$ cat config.mk
export PLATFORM = sky130hd
export DESIGN_NAME = ps2_byte_receiver
export DESIGN_NICKNAME = d
export VERILOG_FILES = /design/src/rtl/ps2_byte_receiver.sv
export SDC_FILE = /design/constraint.sdc
export NUM_CORES = 1
export LEC_CHECK = 0
export BUFFER_PORTS_ARGS = -buffer_cell sky130_fd_sc_hd__buf_2
export CORE_MARGIN = 4
export CORE_UTILIZATION = 64
export CTS_CLUSTER_SIZE = 24
export DETAILED_ROUTE_END_ITERATION = 8
export GPL_TIMING_DRIVEN = 0
export PLACE_DENSITY = 0.87
export SYNTH_ARGS = -nofsm -noshare
export SYNTH_HDL_FRONTEND = slang
export SYNTH_SLANG_ARGS = --single-unit
$ cat constraint.sdc
create_clock -name clock -period 5.2 [get_ports clock]
set_clock_uncertainty 0.05 [all_clocks]
set_input_delay 0.52 -clock clock [delete_from_list [all_inputs] [get_ports clock]]
set_output_delay 0.52 -clock clock [all_outputs]
set_load 0.05 [all_outputs]
$ cat src/rtl/ps2_byte_receiver.sv
// Receive-only PS/2 device-to-host byte receiver with ps2_clk glitch filter and frame timeout.
// Optional feature macro: PS2_PARITY_CHECK_EN (odd-parity checking; parity_error tied low otherwise).
module ps2_byte_receiver #(
  parameter int unsigned FILTER_LEN     = 8,
  parameter int unsigned TIMEOUT_CYCLES = 50000
) (
  input  logic       clock,
  input  logic       reset_signal,
  input  logic       ps2_clk,
  input  logic       ps2_data,
  output logic [7:0] data_out,
  output logic       data_valid,
  output logic       parity_error,
  output logic       frame_error,
  output logic       busy
);

  localparam logic [0:0]  ST_IDLE    = 1'b0;
  localparam logic [0:0]  ST_RECEIVE = 1'b1;
  localparam logic [7:0]  FILT_LAST  = 8'(FILTER_LEN - 1);
  localparam logic [15:0] TMO_LAST   = 16'(TIMEOUT_CYCLES - 1);

`ifdef PS2_PARITY_CHECK_EN
  function automatic logic odd_parity_ok(input logic [7:0] data, input logic par);
    odd_parity_ok = ^{data, par};
  endfunction
`endif

  logic        clk_meta_q, clk_sync_q;
  logic        dat_meta_q, dat_sync_q;
  logic        filt_q, filt_d;
  logic [7:0]  filt_cnt_q, filt_cnt_d;
  logic        filt_dly_q;
  logic        fall_s, fall_q;

  logic [0:0]  state_q, state_d;
  logic [3:0]  bit_cnt_q, bit_cnt_d;
  logic [15:0] tmo_q, tmo_d;
  logic [7:0]  shift_q, shift_d;
  logic [7:0]  data_q, data_d;
  logic        dv_q, dv_d;
  logic        pe_q, pe_d;
  logic        fe_q, fe_d;
  logic        busy_q, busy_d;
`ifdef PS2_PARITY_CHECK_EN
  logic        parity_q, parity_d;
`endif

  // Two-flop synchronizers for both raw PS/2 lines; idle level is high.
  always_ff @(posedge clock or posedge reset_signal) begin
    if (reset_signal) begin
      clk_meta_q <= 1'b1;
      clk_sync_q <= 1'b1;
      dat_meta_q <= 1'b1;
      dat_sync_q <= 1'b1;
    end else begin
      clk_meta_q <= ps2_clk;
      clk_sync_q <= clk_meta_q;
      dat_meta_q <= ps2_data;
      dat_sync_q <= dat_meta_q;
    end
  end

  // Filtered level only follows the input after FILTER_LEN consecutive differing cycles.
  always_comb begin
    filt_d     = filt_q;
    filt_cnt_d = 8'd0;
    if (clk_sync_q != filt_q) begin
      if (filt_cnt_q == FILT_LAST) begin
        filt_d     = clk_sync_q;
        filt_cnt_d = 8'd0;
      end else begin
        filt_cnt_d = filt_cnt_q + 8'd1;
      end
    end else begin
      filt_cnt_d = 8'd0;
    end
  end

  assign fall_s = filt_dly_q & ~filt_q;

  // Filter state and the registered falling-edge flag.
  always_ff @(posedge clock or posedge reset_signal) begin
    if (reset_signal) begin
      filt_q     <= 1'b1;
      filt_cnt_q <= 8'd0;
      filt_dly_q <= 1'b1;
      fall_q     <= 1'b0;
    end else begin
      filt_q     <= filt_d;
      filt_cnt_q <= filt_cnt_d;
      filt_dly_q <= filt_q;
      fall_q     <= fall_s;
    end
  end

  // Frame FSM: start detection, bit shifting, end-of-frame checks, timeout abort.
  always_comb begin
    state_d   = state_q;
    bit_cnt_d = bit_cnt_q;
    tmo_d     = tmo_q;
    shift_d   = shift_q;
    data_d    = data_q;
    dv_d      = 1'b0;
    pe_d      = 1'b0;
    fe_d      = 1'b0;
`ifdef PS2_PARITY_CHECK_EN
    parity_d  = parity_q;
`endif
    case (state_q)
      ST_IDLE: begin
        tmo_d = 16'd0;
        if (fall_q && !dat_sync_q) begin
          state_d   = ST_RECEIVE;
          bit_cnt_d = 4'd1;
          shift_d   = 8'h00;
`ifdef PS2_PARITY_CHECK_EN
          parity_d  = 1'b0;
`endif
        end else begin
          state_d = ST_IDLE;
        end
      end
      ST_RECEIVE: begin
        // A falling edge wins over a simultaneous timeout.
        if (fall_q) begin
          tmo_d     = 16'd0;
          bit_cnt_d = bit_cnt_q + 4'd1;
          if (bit_cnt_q <= 4'd8) begin
            shift_d = {dat_sync_q, shift_q[7:1]};
          end else if (bit_cnt_q == 4'd9) begin
`ifdef PS2_PARITY_CHECK_EN
            parity_d = dat_sync_q;
`endif
          end else begin
            state_d   = ST_IDLE;
            bit_cnt_d = 4'd0;
            if (!dat_sync_q) begin
              fe_d = 1'b1;
            end
`ifdef PS2_PARITY_CHECK_EN
            else if (!odd_parity_ok(shift_q, parity_q)) begin
              pe_d = 1'b1;
            end
`endif
            else begin
              dv_d   = 1'b1;
              data_d = shift_q;
            end
          end
        end else if (tmo_q == TMO_LAST) begin
          fe_d      = 1'b1;
          state_d   = ST_IDLE;
          tmo_d     = 16'd0;
          bit_cnt_d = 4'd0;
        end else begin
          tmo_d = tmo_q + 16'd1;
        end
      end
      default: begin
        state_d   = ST_IDLE;
        bit_cnt_d = 4'd0;
        tmo_d     = 16'd0;
      end
    endcase
    busy_d = (state_d == ST_RECEIVE);
  end

  // FSM and output registers.
  always_ff @(posedge clock or posedge reset_signal) begin
    if (reset_signal) begin
      state_q   <= ST_IDLE;
      bit_cnt_q <= 4'd0;
      tmo_q     <= 16'd0;
      shift_q   <= 8'h00;
      data_q    <= 8'h00;
      dv_q      <= 1'b0;
      pe_q      <= 1'b0;
      fe_q      <= 1'b0;
      busy_q    <= 1'b0;
`ifdef PS2_PARITY_CHECK_EN
      parity_q  <= 1'b0;
`endif
    end else begin
      state_q   <= state_d;
      bit_cnt_q <= bit_cnt_d;
      tmo_q     <= tmo_d;
      shift_q   <= shift_d;
      data_q    <= data_d;
      dv_q      <= dv_d;
      pe_q      <= pe_d;
      fe_q      <= fe_d;
      busy_q    <= busy_d;
`ifdef PS2_PARITY_CHECK_EN
      parity_q  <= parity_d;
`endif
    end
  end

  assign data_out     = data_q;
  assign data_valid   = dv_q;
  assign parity_error = pe_q;
  assign frame_error  = fe_q;
  assign busy         = busy_q;

endmodule

==> results of run 1 <==
==> where the power goes <==
part           switching (W)  leakage, nW  internal [W]  total [W]
Sequential         0.0000494        0.721      0.000474   0.000523
Combinational       0.000172        0.522     0.0000974   0.000269
Clock               0.000147       0.0502      0.000100   0.000247
Total               0.000368         1.29      0.000671    0.00104
==> layout by cell type (no fill, tap or decap), types with 6 or more instances in the layout <==
cell,instances
dfrtp_1,48
nand2_1,24
nor2_1,23
buf_2,18
xnor2_1,12
o21ai_0,12
nand3_1,10
inv_1,9
mux2_4,9
nor3_1,6
a21oi_1,6
xor2_1,6
dfstp_2,6
==> stage by stage <==
stage,cells,hold slack [ps],power (W),utilization (%),cell area (um^2)
2_1_floorplan,229,295,0.000729,-,2480
3_3_place_gp,291,297,0.000784,70.2,2610
3_5_place_dp,292,297,0.000797,70.8,2630
4_1_cts,300,111,0.00105,73.4,2730
5_1_grt,300,117,0.00111,73.4,2730
6_report,300,103,0.00104,73.4,2730
==> metal layers <==
layer,wire length (um),part of all wire (%),vias up
met5,0,0,-
met4,85,2.0,0
met3,184,4.3,6
met2,2090,48,39
met1,1960,45,824
li1,-,-,825
==> worst min-delay path by stage <==
stage / end / slack, ps / cells after the start
4_1_cts: filt_cnt_q[3] / 110 / 2
5_1_grt: filt_cnt_q[3] / 120 / 2
6_report: filt_cnt_q[3] / 100 / 2
3_5_place_dp: clk_sync_q / 300 / 0
3_3_place_gp: clk_sync_q / 300 / 0
2_1_floorplan: clk_sync_q / 300 / 0
==> sequential cells by signal, summed over array words and instances, names as in the netlist <==
| signal | count |
|---|---|
| busy | 1 |
| dat_meta_q | 1 |
| filt_cnt_q | 8 |
| clk_meta_q | 1 |
| dat_sync_q | 1 |
| clk_sync_q | 1 |
| shift_q | 8 |
| filt_q | 1 |
| tmo_q | 16 |
| filt_dly_q | 1 |
| bit_cnt_q | 4 |
| data_out | 8 |
| data_valid | 1 |
| frame_error | 1 |
| fall_q | 1 |
==> cell families after synthesis <==
kind of cell | Yosys count
other | 1
xor gates and xnor gates | 18
buffers and inverters | 18
and+or+nand+nor | 92
adders and majority gates | 5
DFF | 54
muxes | 9
AOI/OAI and AO/OA | 32
==> layout make-up <==
cell class              instances  area (um^2)  area share [%]
plain buffers                   8         46.3            1.70
clock buffers                   5         68.8            2.52
clock inverters                 3         28.8            1.06
inverters                      10         37.5            1.38
multi-input cells             157         1040            38.0
flip-flops and latches         54         1360            49.8
well taps                      48         60.1            2.20
repair buffers                 15         90.1            3.30
==> worst register-to-register path, delay by kind of cell, from the launching register on <==
kind                     cells  cell delay [ps]
AND/OR/NAND/NOR              1              480
flip-flops                   1              480
multiplexers                 1              300
AO/OA/AOI/OAI                1              240
buffers and inverters        2              250
adder cells (fa/ha/maj)      1              230
==> impl_summary.log, run 1 <==
INFO  metric dieArea = ~5000 um^2
INFO  metric nFillCells = between 200 and 300
INFO  metric worst-endpoint-arrival = approximately 2300 ps
INFO  metric timing.final.setup_violations = 0
INFO  metric critical_path.slowest_cell = dfrtp_1
INFO  metric synth-xor-area-share = 6.36%
INFO  metric outcome = completed
INFO  metric cts_buffers = 5
INFO  metric tritoncts = built
INFO  metric power_density = roughly 380 nW/um^2
INFO  metric fin_crit_sh = between 40 and 50%
INFO  metric detail-route-antenna-nets = 0
INFO  metric critical_path_class = reg2reg
INFO  metric synth-edff-count = 0
INFO  metric worstSetupStartpoint = bit_cnt_q[0]
INFO  metric grt_pass1_wl = about 7.6 mm
INFO  metric fp.dieW = 70.2 um
INFO  metric synth-adder-area-share = between 2 and 3%
INFO  metric pre_cts_slack = slightly above 3000 ps
INFO  metric cts.reportedPaths.clkPinSlew = ~110 ps
INFO  metric timing.final.ws_setup = roughly 3000 ps
INFO  metric fmax = 0.473 GHz
INFO  metric area_fraction_of_the_dominant_cell_type_after_synthesis = 48.4%
INFO  metric timing.final.max_slew_violations = 0
INFO  metric timing.critical_path.depth = 6
INFO  metric pin_count_of_the_biggest_net_entering_global_routing = 40
INFO  metric worstReg2RegStart = bit_cnt_q[0]
INFO  metric floorplan.initialDensity = between 60% and 70%
INFO  metric hpwl = 2.97 mm
INFO  metric finalWeightedCongestion = between 0.8 and 0.9
INFO  metric share_of_the_synthesized_area_in_compound_gates_ao_oa_aoi_oai = under 10%
INFO  metric grt_pass1_vias = about 1.7k
INFO  metric clock_tree.root_cell = clkbuf_8
INFO  metric timing.critical_path.cells = inv_1 > ha_1 > o21ba_4 > or4_4 > buf_6 > mux2_4
INFO  metric critPathMaxStageDelay = approximately 480 ps
INFO  metric max_cap_violations = 0
INFO  metric endpoint_type_of_the_worst_setup_path = flip-flop
INFO  metric yosys-mux-area-fraction = 5.45%
INFO  metric antenna_violations_before_repair = 0
INFO  metric cts_hold_repair_buffers = 0
INFO  metric io_pins = 16
INFO  metric route.vias.total = around 1.7k
INFO  metric setup.worst_path.end = data_out[1]
INFO  metric met1_usage = between 20% and 30%
INFO  metric h-tree-depth = 2
INFO  metric postSynthAreaPerCell = about 11 um^2
INFO  metric gr-max-usage-layer = met2
INFO  metric totalNegativeSetupSlack = 0 ps
INFO  metric yosysMostFrequentCell = dfrtp_1
INFO  metric min_period = 2110 ps
INFO  metric antennaDiodeCount = 0
INFO  metric synthesized_flop_and_latch_total = 54
INFO  metric postCtsResizedCells = 0
INFO  metric synth_sequential_area_ratio = approximately 55%
INFO  metric nets = 260
INFO  metric drt-wirelength-per-cell = around 14 um
INFO  metric rsz0062_at_grt = false
INFO  metric fraction_of_final_layout_cells_sized_beyond_drive_strength_1 = 19.8%
INFO  metric core_area = 3720 um^2
INFO  metric async_flop_share = 100%
INFO  metric grt.met3_usage = approximately 4.9%
INFO  metric timing.critical_path.from_type = flip-flop
INFO  metric floorplan.rows = 22
INFO  metric avgViaCountPerCell = 5.65
INFO  metric grt.met2_usage = between 30 and 40%
INFO  metric r2r.worst_path.cells = 6
INFO  metric capture_point_of_the_worst_reg_to_reg_path = data_out[1]
INFO  metric hold_path_class = in2async
INFO  metric detailedRoute.firstPassIterationCount = 4
INFO  metric track_usage = between 10% and 20%
INFO  metric cts_post_setup_buffers_inserted = 0
INFO  metric number_of_distinct_library_cells_after_synthesis = 43
INFO  metric worst-r2r-setup-slack = approximately 3100 ps
INFO  metric synth_top_cells_by_count = 48 x dfrtp_1, 24 x nand2_1, 23 x nor2_1
INFO  metric path_buf_inv = 2
INFO  metric ctsLongestPathBuffers = 2
INFO  metric worstPathRequired = ~5400 ps
INFO  metric syn-cell-area = roughly 2500 um^2
INFO  metric crit_path_max_fanout = 9
INFO  metric synth-warning-count = 0
INFO  metric mappedNetlistNets = 238
INFO  metric synthSimpleGateAreaFrac = between 10% and 20%
INFO  metric worst_ir_drop_vdd = roughly 0.00019 V
INFO  metric cts_num_sinks = 54
INFO  metric port-buffer-count = 14
INFO  metric ys_top_cells_by_area = dfrtp_1 48%, dfstp_2 6.4%, mux2_4 5.4%, xnor2_1 4.2%, nand2_1 3.6%
INFO  metric die_h = approximately 70 um
INFO  metric drc_errors = 0
INFO  metric syn-instance-count = between 200 and 250
INFO  metric layout-area-overhead-vs-synth = 9.99%
INFO  metric synthDominantAreaCellType = dfrtp_1
INFO  metric grt-ovfl-total = 0
INFO  metric worst_path_dominant_cell_family = flip-flops
INFO  metric combinational_family_with_the_most_area_after_synthesis = simple AND/OR/NAND/NOR gates
INFO  metric drt_iter0_markers = 125
INFO  metric drt-total-wl = ~4.3 mm
INFO  metric hold_violations = 0
INFO  metric insertion_delay = 310 ps
INFO  metric total_leakage_power = ~1.3 nW
INFO  metric postSynth.topFlopCell = dfrtp_1
No activity file was read; power rests on OpenSTA's default activity.
==> run 2: changes to the inputs <==
--- a/config.mk
+++ b/config.mk
@@ -7,11 +7,11 @@
 export LEC_CHECK = 0
 export BUFFER_PORTS_ARGS = -buffer_cell sky130_fd_sc_hd__buf_2
 export CORE_MARGIN = 4
-export CORE_UTILIZATION = 64
+export CORE_UTILIZATION = 54
 export CTS_CLUSTER_SIZE = 24
 export DETAILED_ROUTE_END_ITERATION = 8
 export GPL_TIMING_DRIVEN = 0
-export PLACE_DENSITY = 0.87
+export PLACE_DENSITY = 0.78
 export SYNTH_ARGS = -nofsm -noshare
 export SYNTH_HDL_FRONTEND = slang
 export SYNTH_SLANG_ARGS = --single-unit
==> constraint.sdc (replaced) <==
create_clock -name clock -period 1.87 [get_ports clock]
set_clock_uncertainty 0.05 [all_clocks]
set_input_delay 0.187 -clock clock [delete_from_list [all_inputs] [get_ports clock]]
set_output_delay 0.187 -clock clock [all_outputs]
set_load 0.05 [all_outputs]
==> run 2 against run 1 <==
Flip-flop and latch count unchanged; fmax increased by 15%; via count about the same; critical path type unchanged.
==> impl_summary.log, run 2 (same netlist as run 1, synthesis figures left out) <==
INFO  metric antennaDiodeCount = 0 (unchanged)
INFO  metric worst-endpoint-arrival = 1990 ps (-290 ps)
INFO  metric fraction_of_final_layout_cells_sized_beyond_drive_strength_1 = 24.8% (+5.0 points)
INFO  metric h-tree-depth = 2 (unchanged)
INFO  metric most_common_library_cell_in_the_layout_ignoring_fill_and_taps = dfrtp_1
INFO  metric fp.dieW = 75.8 um (+7.9%)
INFO  metric io_pins = 16 (unchanged)
INFO  metric met2_wirelength = 1.97 mm (-5.8%)
INFO  metric detail-route-antenna-nets = 0 (unchanged)
INFO  metric timing.final.setup_violations = 0 (unchanged)
INFO  metric timing.critical_path.from_type = flip-flop
INFO  metric drt-total-wl = 4.22 mm (-2.4%)
INFO  metric hold_path_class = reg2reg
INFO  metric wl_met1 = 1.94 mm (-0.92%)
INFO  metric fmax = 0.545 GHz (+15%)
INFO  metric dieArea = 5740 um^2 (+16%)
INFO  metric holdPathStages = 0
INFO  metric grt_pass1_vias = 1570 (-5.8%)
INFO  metric cts_num_sinks = 54 (unchanged)
INFO  metric ctsLongestPathBuffers = 2 (unchanged)
INFO  metric layoutNonFillerInstCount = 310 (+3.3%)
INFO  metric avgViaCountPerCell = 5.46 (-3.3%)
INFO  metric tritoncts = built
INFO  metric worstPathRequired = 2020 ps (-3340 ps)
INFO  metric worst_ir_drop_vdd = 0.000560 V (+190%)
INFO  metric dpl.cell_count = 296 (+1.4%)
INFO  metric timing.final.max_slew_violations = 0 (unchanged)
INFO  metric fin_crit_sh = 98.1% (+57 points)
INFO  metric nets = 266 (+2.3%)
INFO  metric drc_errors = 0 (unchanged)
INFO  metric port-buffer-count = 14 (unchanged)
INFO  metric layout-area-overhead-vs-synth = 14.5%
INFO  metric min_period = 1840 ps (-280 ps)
INFO  metric route.vias.total = 1693 (-0.059%)
INFO  metric finalWeightedCongestion = 0.832 (+3.6%)
INFO  metric die_h = 75.8 um (+7.9%)
INFO  metric cts_buffers = 5 (unchanged)
INFO  metric crit_path_max_fanout = 4 (-5)
INFO  metric layout_common_cells = 46 x dfrtp_1, 24 x nand2_1, 23 x nor2_1, 17 x buf_2
INFO  metric grt-ovfl-total = 0 (unchanged)
INFO  metric floorplan.rows = 24 (+9.1%)
INFO  metric drt-wirelength-per-cell = 13.6 um (-5.5%)
INFO  metric finalPower = 0.00299 W (+190%)
INFO  metric maxUsedRoutingLayer = met4
INFO  metric hpwl = 2.85 mm (-4.1%)
INFO  metric largest_register_ff_count = 16 (unchanged)
INFO  metric wl_met3 = 223 um (+21%)
INFO  metric track_usage = 16.9% (-2.5 points)
INFO  metric antenna_violations_before_repair = 0 (unchanged)
INFO  metric grt_pass1_wl = 7.18 mm (-6.0%)
INFO  metric r2r.worst_path.cells = 4 (-2)
INFO  metric critical_path_class = reg2reg
INFO  metric detailedRoute.firstPassIterationCount = 4 (unchanged)
INFO  metric pin_count_of_the_biggest_net_entering_global_routing = 40 (unchanged)
INFO  metric total_leakage_power = 1.32 nW (+2.3%)
INFO  metric floorplan.initialDensity = 56.2% (-11 points)
INFO  metric clock_tree.root_cell = clkbuf_8
INFO  metric max_flop_register = tmo_q
INFO  metric drt_iter0_markers = 97 (-22%)
INFO  metric finalCoreUtilization = 64.3% (-9.1 points)
INFO  metric power_density = 1050 nW/um^2 (+180%)
INFO  metric nFillCells = 366 (+46%)
INFO  metric insertion_delay = 310 ps (about the same)
INFO  metric cts.reportedPaths.clkPinSlew = 100 ps (about the same)
INFO  metric max_cap_violations = 0 (unchanged)
INFO  metric core_area = 4410 um^2 (+19%)
INFO  metric hold_violations = 0 (unchanged)
INFO  metric endpoint_type_of_the_worst_setup_path = flip-flop
INFO  metric outcome = completed
INFO  metric rsz0062_at_grt = false
## run 2: cell count changes in the layout (fill, tap and decap cells not counted), moves of 2 or more
cell,before,now
inv_2,1,3
buf_4,1,4
dfrtp_2,0,2
nor4bb_1,2,0
ha_1,5,3
dlygate4sd3_1,0,3
nor4bb_2,0,2
dfrtp_1,48,46
ha_4,0,2
inv_1,9,7
## run 2: final timing paths
| path | from | endpoint | slack, ps |
|---|---|---|---|
| max reg2reg | bit_cnt_q[0] | data_out[7] | 30 |
| max | bit_cnt_q[0] | data_out[7] | 30 |
| min reg2reg | clk_meta_q | clk_sync_q | 310 |
| min in group asynchronous | reset_signal | filt_cnt_q[3] | 340 |
| min | clk_meta_q | clk_sync_q | 310 |
| max in group asynchronous | reset_signal | dat_sync_q | 870 |
## run 2: final cells by class
| class | count | area (um^2) | area share [%] |
|---|---|---|---|
| flip-flops and latches | 54 | 1360 | 48.0 |
| multi-input cells | 158 | 1090 | 38.5 |
| repair buffers | 21 | 143 | 5.02 |
| clock buffers | 6 | 82.6 | 2.91 |
| well taps | 52 | 65.1 | 2.29 |
| plain buffers | 7 | 38.8 | 1.37 |
| inverters | 10 | 37.5 | 1.32 |
| clock inverters | 2 | 17.5 | 0.617 |
## run 2: what timing repair did
action | in CTS | in global routing
pin swaps | 3 | 1
hold endpoints to repair | 14 | 0
setup endpoints to repair | 9 | 21
buffers inserted | 3 | 0
gates resized for setup | 7 | 7
hold buffers | 3 | 0
cloned | 1 | 0
## run 2: power breakdown
group / switching [W] / internal (W)
Sequential: 0.000127 / 0.00132
Clock: 0.000381 / 0.000305
Combinational: 0.000520 / 0.000332
Total: 0.00103 / 0.00196
## run 2: per-layer routing
metal / global-route usage [%] / vias up
met3: 5.28 / 9
met2: 25.2 / 46
li1: - / 840
met1: 22.6 / 798
met4: 7.38 / 0
met5: 0 / -
## run 2: stage by stage
step           worst slack, ps  setup TNS, ps  instance area, um^2  hold slack [ps]
2_1_floorplan             6.50              0                 2490              141
3_3_place_gp              -455         -14800                 2620              243
3_5_place_dp              -118           -897                 2640              120
4_1_cts                  -19.0          -73.7                 2820              313
5_1_grt                   10.2              0                 2840              314
6_report                  35.0              0                 2840              311
## run 2: worst max-delay path, cell delays in order (launching register included)
cell and delay, ps:
dfrtp_2 450, ha_4 160, o21ba_4 230, or4_4 530, mux2_4 310
